$ cat src/rtl/lfsr_pkg.sv
// rtl/lfsr_pkg.sv - shared constants, tap table and FSM state type for the LFSR tap finder
package lfsr_pkg;

    localparam int NUM_TAPS = 9;
    localparam logic [3:0] NO_TAP = 4'hF;

    localparam logic [6:0] TAP_TABLE [NUM_TAPS] = '{
        7'h60, 7'h48, 7'h78, 7'h72, 7'h6A, 7'h69, 7'h5C, 7'h7E, 7'h7B
    };

    typedef enum logic [1:0] {
        IDLE    = 2'd0,
        COLLECT = 2'd1,
        SEARCH  = 2'd2,
        DONE    = 2'd3
    } state_t;

    // Out-of-table indices map to an all-zero pattern so the lookup is always defined.
    function automatic logic [6:0] tap_pattern(input logic [3:0] idx);
        if (idx < 4'(NUM_TAPS)) begin
            return TAP_TABLE[idx];
        end
        return 7'h00;
    endfunction

endpackage

$ cat src/rtl/lfsr_tap_check.sv
// rtl/lfsr_tap_check.sv - checks every stored state transition against one tap pattern
module lfsr_tap_check
    import lfsr_pkg::*;
#(
    parameter int LEN = 8
) (
    input  logic [7*LEN-1:0] states,
    input  logic [6:0]       taps,
    output logic             match
);

    logic [6:0] cur;
    logic [6:0] nxt;

    always_comb begin
        match = 1'b1;
        cur   = 7'h00;
        nxt   = 7'h00;
        for (int i = 0; i < LEN - 1; i++) begin
            cur = states[7*i +: 7];
            nxt = states[7*(i+1) +: 7];
            if (nxt != {cur[5:0], ^(taps & cur)}) begin
                match = 1'b0;
            end
        end
    end

endmodule

$ cat src/rtl/lfsr_tap_finder.sv
// rtl/lfsr_tap_finder.sv - recovers LFSR taps and seed from a ciphertext preamble
module lfsr_tap_finder
    import lfsr_pkg::*;
#(
    parameter logic [6:0] PREAMBLE_CHAR = 7'h20,
    parameter int         PREAMBLE_LEN  = 8
) (
    input  logic       Clk,
    input  logic       Reset,
    input  logic       Start,
    input  logic       CipherValid,
    input  logic [6:0] CipherIn,
    output logic       CipherReady,
    output logic       Busy,
    output logic       Done,
    output logic       Found,
    output logic [3:0] TapSel,
    output logic [6:0] Seed
);

    localparam logic [4:0] LAST_IDX = 5'(PREAMBLE_LEN - 1);
    localparam logic [3:0] LAST_TAP = 4'(NUM_TAPS - 1);

    state_t                    state;
    logic [4:0]                count;
    logic [3:0]                tap_idx;
    logic [7*PREAMBLE_LEN-1:0] s_vec;
    logic                      match;

    lfsr_tap_check #(
        .LEN (PREAMBLE_LEN)
    ) u_check (
        .states (s_vec),
        .taps   (tap_pattern(tap_idx)),
        .match  (match)
    );

    always_ff @(posedge Clk or posedge Reset) begin
        if (Reset) begin
            state       <= IDLE;
            count       <= 5'd0;
            tap_idx     <= 4'd0;
            s_vec       <= '0;
            CipherReady <= 1'b0;
            Busy        <= 1'b0;
            Done        <= 1'b0;
            Found       <= 1'b0;
            TapSel      <= 4'd0;
            Seed        <= 7'h00;
        end else begin
            case (state)
                IDLE: begin
                    if (Start) begin
                        state       <= COLLECT;
                        count       <= 5'd0;
                        tap_idx     <= 4'd0;
                        CipherReady <= 1'b1;
                        Busy        <= 1'b1;
                    end
                end
                COLLECT: begin
                    // Stored value is the keystream state: ciphertext with the known plaintext removed.
                    if (CipherValid) begin
                        s_vec[count*7 +: 7] <= CipherIn ^ PREAMBLE_CHAR;
                        count               <= count + 5'd1;
                        if (count == LAST_IDX) begin
                            state       <= SEARCH;
                            CipherReady <= 1'b0;
                        end
                    end
                end
                SEARCH: begin
                    if (match || tap_idx == LAST_TAP) begin
                        state  <= DONE;
                        Busy   <= 1'b0;
                        Done   <= 1'b1;
                        Found  <= match;
                        TapSel <= match ? tap_idx : NO_TAP;
                        Seed   <= s_vec[6:0];
                    end else begin
                        tap_idx <= tap_idx + 4'd1;
                    end
                end
                DONE: begin
                    if (Start) begin
                        state       <= COLLECT;
                        count       <= 5'd0;
                        tap_idx     <= 4'd0;
                        CipherReady <= 1'b1;
                        Busy        <= 1'b1;
                        Done        <= 1'b0;
                        Found       <= 1'b0;
                    end
                end
                default: state <= IDLE;
            endcase
        end
    end

endmodule

$ cat config.mk
export PLATFORM = sky130hd
export DESIGN_NAME = lfsr_tap_finder
export DESIGN_NICKNAME = d
export VERILOG_FILES = /design/src/rtl/lfsr_pkg.sv /design/src/rtl/lfsr_tap_check.sv /design/src/rtl/lfsr_tap_finder.sv
export SDC_FILE = /design/constraint.sdc
export NUM_CORES = 1
export LEC_CHECK = 0
export ABC_AREA = 1
export CAP_MARGIN = 20
export CORE_AREA = 2 2 182 95
export CTS_BUF_LIST = sky130_fd_sc_hd__clkbuf_8
export DETAILED_ROUTE_END_ITERATION = 10
export DIE_AREA = 0 0 184 97
export GPL_TIMING_DRIVEN = 0
export PLACE_DENSITY = 0.51
export SYNTH_ARGS = -nofsm -noshare
export SYNTH_HDL_FRONTEND = slang
export SYNTH_SLANG_ARGS = --single-unit
export TNS_END_PERCENT = 100
$ cat constraint.sdc
create_clock -name Clk -period 6.7 [get_ports Clk]
set_input_delay 0.67 -clock Clk [delete_from_list [all_inputs] [get_ports Clk]]
set_output_delay 0.67 -clock Clk [all_outputs]
set_load 0.02 [all_outputs]
-- After elaboration in Yosys (flattened, before gate mapping)
Memories as Yosys holds them, arrays and structs flattened.
Cells that the tools add are included.
- $add $sub $neg: 3
- multipliers: 1
- divide/modulo/power cells: 0
- magnitude comparators: 2
- equal/unequal tests: 18
- shifts and indexed selects: 2
- multiplexer cells: 36
- bitwise gates (word level): 9
- reductions and logical operators: 21
- operators with widths (cell ; number):
    56-bit bitwise mux ; 1
    7-bit by 34-bit variable shift with 56-bit output, first input constant ; 1
    7-bit by 34-bit variable part select with 56-bit output ; 1
    7-bit bitwise AND ; 7
    7-bit inequality test ; 7
    7-bit XOR reduction ; 7
    8-bit negator with 34-bit output ; 1
    7-bit 2-to-1 mux ; 4
    1-bit 2-to-1 mux ; 15
    4-bit 2-to-1 mux ; 3
    3-bit AND reduction ; 4
    5-bit 2-to-1 mux ; 2
    2-bit inequality test, second input constant ; 5
    5-bit one-hot mux with 2 select lines ; 1
    5-bit by 3-bit multiplier with 8-bit output, second input constant ; 1
    2-bit 2-to-1 mux ; 4
    1-bit one-hot mux with 2 select lines ; 4
    4-bit one-hot mux with 2 select lines ; 1
    4-bit AND reduction ; 2
    2-bit one-hot mux with 3 select lines ; 1
    2-bit nonzero test ; 3
    5-bit by 1-bit adder with 5-bit output, second input constant ; 1
    5-bit by 3-bit equality test with 1-bit output, second input constant ; 1
    5-bit greater-or-equal comparator, second input constant ; 1
    12 further kinds ; 14
- register bits: 82
- bits in latches: 0
- bits in writable memories: 0
- bits in read-only memories: 112
- input bits: 11
- output and inout bits: 15
- word-level logic and storage cells: 103
- memories kept: 1
- memories (memory ; depth ; width ; rd ports ; clocked after Yosys merged registers in ; write ports ; RTL line ; text):
    (name not given) ; 16 ; 7 ; 1 ; 0 ; 0 ; lfsr_pkg.sv:21 ; return TAP_TABLE[idx];

-- Longest topological paths before layout
- depth in word-level cells: 19
- mapped depth: 26
- mapped depth without buffers: 24

-- Cells and area by module
From an unflattened synthesis, not the netlist that was laid out.
- cells, all modules: 857
- area, all modules: 5904.4 µm²
- modules (own cells, without submodules) (module ; instances ; cells each ; area each (µm²) ; sequential area each (µm²)):
    lfsr_tap_finder ; 1 ; 505 ; 4269.1 ; 2052.0
    lfsr_tap_check ; 1 ; 352 ; 1635.3 ; 0.0

-- Worst setup path after synthesis
OpenSTA, ideal clock, no wires.
- path kind: flip-flop to flip-flop
- start: register tap_idx[1]
- end: register Seed[6]
- setup time: 0.118 ns
- arrival time: 2.490 ns
- required time: 6.582 ns
- setup slack: 4.092 ns
- stages on the path, launching flop included: 22
- buffers on the path: 2
- clock period less this slack: 2.608 ns
- path through: dfrtp_1 > buf_2 > inv_1 > ha_1 > inv_1 > nand2_1 > nand3_1 > nand2_1 > nor2_1 > xor2_1 > nand3_1 > nand2_1 > nand2_1 > nand2_1 > nand2_1 > nor2_1 > nand2_2 > nand2_2 > nand2_4 > buf_6 > nand2_1 > o21ai_2
- word-level cells in the longest chain between the ends: 18
- elaborated cells on any way between the ends: 39
- classes of those cells: order compare: 1; eq/ne: 8; mux: 12; bitwise: 8; reduce/logical: 9; memory: 1
- ends and longest elaborated chain (item ; RTL line ; text):
    start, declared ; lfsr_tap_finder.sv:26 ; logic [3:0] tap_idx;
    start signal, assigned ; lfsr_tap_finder.sv:81 ; tap_idx <= tap_idx + 4'd1;
    4-bit NOT with 5-bit output (not written as such) ; lfsr_pkg.sv:21 ;
    memory read 16 x 7 bit ; - ;
    7-bit 2-to-1 mux (not written as such) (2 in series) ; lfsr_pkg.sv:21 ;
    7-bit 2-to-1 mux ; lfsr_pkg.sv:20 ; if (idx < 4'(NUM_TAPS)) begin
    7-bit 2-to-1 mux ; lfsr_pkg.sv:23 ; return 7'h00;
    7-bit bitwise AND ; lfsr_tap_check.sv:22 ; if (nxt != {cur[5:0], ^(taps & cur)}) begin
    7-bit XOR reduction ; lfsr_tap_check.sv:22 ;
    7-bit inequality test ; lfsr_tap_check.sv:22 ;
    1-bit 2-to-1 mux (7 in series) ; lfsr_tap_check.sv:22 ;
    1-bit logical OR * ; lfsr_tap_finder.sv:73 ; if (match || tap_idx == LAST_TAP) begin
    2-bit AND reduction (no line) * ; - ;
    end signal, assigned ; lfsr_tap_finder.sv:79 ; Seed <= s_vec[6:0];
    end, declared ; lfsr_tap_finder.sv:18 ; output logic [6:0] Seed
Every way passes the cells marked *; elsewhere a longest branch is shown, timed or not. The select of a mux whose other input is x is not followed.
A chain may end at the register's enable or synchronous reset.

-- Worst setup path after layout
- start: register tap_idx[1]
- end: register tap_idx[2]
- word-level cells in the longest chain between the ends: 19
- elaborated cells on any way between the ends: 43
- classes of those cells: add/sub: 1; order compare: 1; eq/ne: 9; mux: 14; bitwise: 8; reduce/logical: 9; memory: 1
- ends and longest elaborated chain (item ; RTL line):
    4-bit NOT with 5-bit output (not written as such) ; lfsr_pkg.sv:21
    memory read 16 x 7 bit ; -
    7-bit 2-to-1 mux (not written as such) (2 in series) ; lfsr_pkg.sv:21
    7-bit 2-to-1 mux ; lfsr_pkg.sv:20
    7-bit 2-to-1 mux ; lfsr_pkg.sv:23
    7-bit bitwise AND ; lfsr_tap_check.sv:22
    7-bit XOR reduction ; lfsr_tap_check.sv:22
    7-bit inequality test ; lfsr_tap_check.sv:22
    1-bit 2-to-1 mux (7 in series) ; lfsr_tap_check.sv:22
    1-bit logical OR ; lfsr_tap_finder.sv:73
    2-bit inequality test (no line) ; -
    3-bit AND reduction (no line) ; -
Parallel ways exist; a longest one is shown, timed or not. The select of a mux whose other input is x is not followed.

==> flow_summary.yaml <==
clock_network:
  htree_levels: 3
  clkTransAtPathRegs_ns: 0.11
  cts_resized: 0
  hold_buffers: 0
  cts_buffers: 9
  cts_tree: "yes"
  post_cts_buffers: 0
  insertion_delay_ns: 0.37
  root_buffer: "clkbuf_8"
  clockBufferDepth: 2
  cts_sinks: 82
power:
  peakVddDrop_mv: 0.164
  leakage_nw: 3.28
  powerDensity_mw_per_mm2: 412
die:
  die_w_um: 184
  die-area_mm2: 0.0178
  fp-row-count: 33
  floorplan.initialDensity: 0.345
  die_h_um: 97
  design.core.area_mm2: 0.0161
  ios: 26
yosys:
  syn_area_mm2: 0.00555
  netlist_instances: 823
  ys_seq_area_frac: 0.370
  synth_seq_cells: 82
  synth_fp_nets: 845
  synth.distinct_cells: 32
  synth_warnings: 0
  syn_avg_cell_area_um2: 6.74
cells_and_area:
  area_growth_pct: 13.5
  layout_common_cells: "288 x nand2_1, 107 x inv_1, 104 x nand3_1, 82 x dfrtp_1, 61 x o21ai_0"
  drive_above_1_share: 0.0647
  stdcell_count: 1075
  mostFrequentLayoutCell: "nand2_1"
  num_antenna_cells: 0
  nNetsFinal: 882
critical_path:
  crit_type: "flop to flop"
  cp.required_ns: 6.95
  cp_max_fo: 10
  timing.critical_path.arrival_ns: 3.59
  endpoint_kind: "flop"
  worstSetupStartpointType: "flop"
drt:
  ant_nets: 0
  drt_iter0_markers: 553
  firstDrtPassIters: 5
  wire_per_inst_um: 17.0
  via_per_inst: 4.96
  drc: 0
  routed_wl_mm: 18.2
  dr_total_vias: 5330
timing:
  grt_setup_unrepaired: "false"
  setup_viol: 0
  tns_ns: 0
  maxSlewViolCount: 0
  hold_viol: 0
  fin_ws_ns: 3.36
  tightest_slew_ns: 0.798
  finClkSkew_ns: 0.0246
  post-route-min-period_ns: 3.34
  relSlewSlack: 0.463
  period_share: 0.498
  fmax_mhz: 300
placed_design:
  io_buffers: 25
  finalWeightedCongestion: 0.884
  hpwl_mm: 14.7
  dp_slack_ns: 3.43
  placedCellCount: 1059
grt:
  grt_use_total: 0.212
  grt_pass1_vias: 4703
  antenna_found_initial: 0
  grt_max_degree: 52
  overflow: 0
  grt_pass1_wl_mm: 28.2
run_status:
  status: "finished, final reports clean"
job:
  max_cap_viol_count: 0
worst_hold_path:
  hp-class: "flop to flop"
[Yosys cell counts, drive strengths merged]
cell type    n  share of area
a21oi       16          0.014
a22o         1         0.0016
a31oi        1         0.0011
buf         11          0.015
clkbuf      10         0.0068
dfrtp       82           0.37
ha          11          0.025
inv        114          0.078
nand2      293           0.20
nand3      105          0.096
nand3b       2         0.0027
nand4       23          0.026
nor2        31          0.024
nor3        14          0.013
nor3b        1         0.0014
nor4         4         0.0045
o21ai       68          0.066
o22ai        5         0.0056
o31ai        1         0.0014
or2          1         0.0011
or3b         1         0.0016
xnor2        7          0.011
xor2        21          0.033
[critical path: stages, from the launching register on]
cell and delay, ns:
dfrtp_1 0.38, buf_2 0.23, inv_1 0.14, ha_1 0.31, inv_1 0.08, nand2_1 0.05, nand3_1 0.27, nand3_1 0.20
inv_1 0.09, nand2_1 0.08, nand2_1 0.09, nand2_1 0.06, nand2_1 0.10, nand2_1 0.08, nand2_1 0.07, nand2_1 0.05
nand2_1 0.06, nand2_1 0.04, nor2_1 0.12, nand2_2 0.14, nand2_2 0.11, nand2_4 0.11, buf_6 0.19, nand4_1 0.11
nand2_1 0.08
[power by group]
part / switching (mW) / internal, mW / total (mW) / leakage, nW
registers: 0.261 / 0.653 / 0.913 / 1.07
clock network: 0.222 / 0.149 / 0.371 / 0.103
logic: 0.859 / 0.451 / 1.31 / 2.11
[per-stage QoR]
stage	hold WS (ns)	util	power, mW	cell area, µm²
2_1_floorplan	0.472	-	1.76	5550
3_3_place_gp	0.464	0.376	2.20	6060
3_5_place_dp	0.464	0.378	2.19	6090
4_1_cts	0.490	0.391	2.57	6300
5_1_grt	0.516	0.391	2.83	6300
6_report	0.486	0.391	2.59	6300
[layout make-up]
type | instances | area [µm²]
Fill cell | 1711 | 9810
Multi-Input combinational cell | 606 | 2940
Sequential cell | 82 | 2050
Inverter | 114 | 433
Timing Repair Buffer | 26 | 278
Tap cell | 210 | 263
Clock buffer | 9 | 124
Buffer | 21 | 123
Clock inverter | 7 | 81.3
[state kept, by name (all words and copies together), names as in the netlist]
signal       cells
state            2
TapSel           4
Found            1
CipherReady      1
s_vec           56
Seed             7
tap_idx          4
Done             1
Busy             1
count            5
[worst paths after layout]
kind	start	slack [ns]	end	cells after the start
worst max register to register	tap_idx[1]$_DFFE_PP0P_	3.36	tap_idx[2]$_DFFE_PP0P_	24
worst min-delay path	Busy$_DFFE_PP0P_	0.49	Busy$_DFFE_PP0P_	2
worst max-delay path	tap_idx[1]$_DFFE_PP0P_	3.36	tap_idx[2]$_DFFE_PP0P_	24
min in group asynchronous	Reset	0.65	state[1]$_DFFE_PP0P_	2
worst min register to register	Busy$_DFFE_PP0P_	0.49	Busy$_DFFE_PP0P_	2
max in group asynchronous	Reset	5.42	s_vec[25]$_DFFE_PP0P_	3
[cell families after synthesis]
logic type                 after synthesis  synth area share
AOI/OAI and AO/OA                       92            0.0902
xor gates and xnor gates                28            0.0442
adders and majority gates               11            0.0248
buffers and inverters                  135            0.0997
DFF                                     82             0.370
and+or+nand+nor                        475             0.371
[metal layers]
metal / GRT usage / wire length, µm / up-vias
li1: - / - / 2726
met1: 0.380 / 10600 / 2421
met2: 0.237 / 5910 / 177
met3: 0.0546 / 1640 / 6
met4: 0.0265 / 57 / 0
met5: 0 / 0 / -
Note: power is estimated with default switching activity, not from simulation.
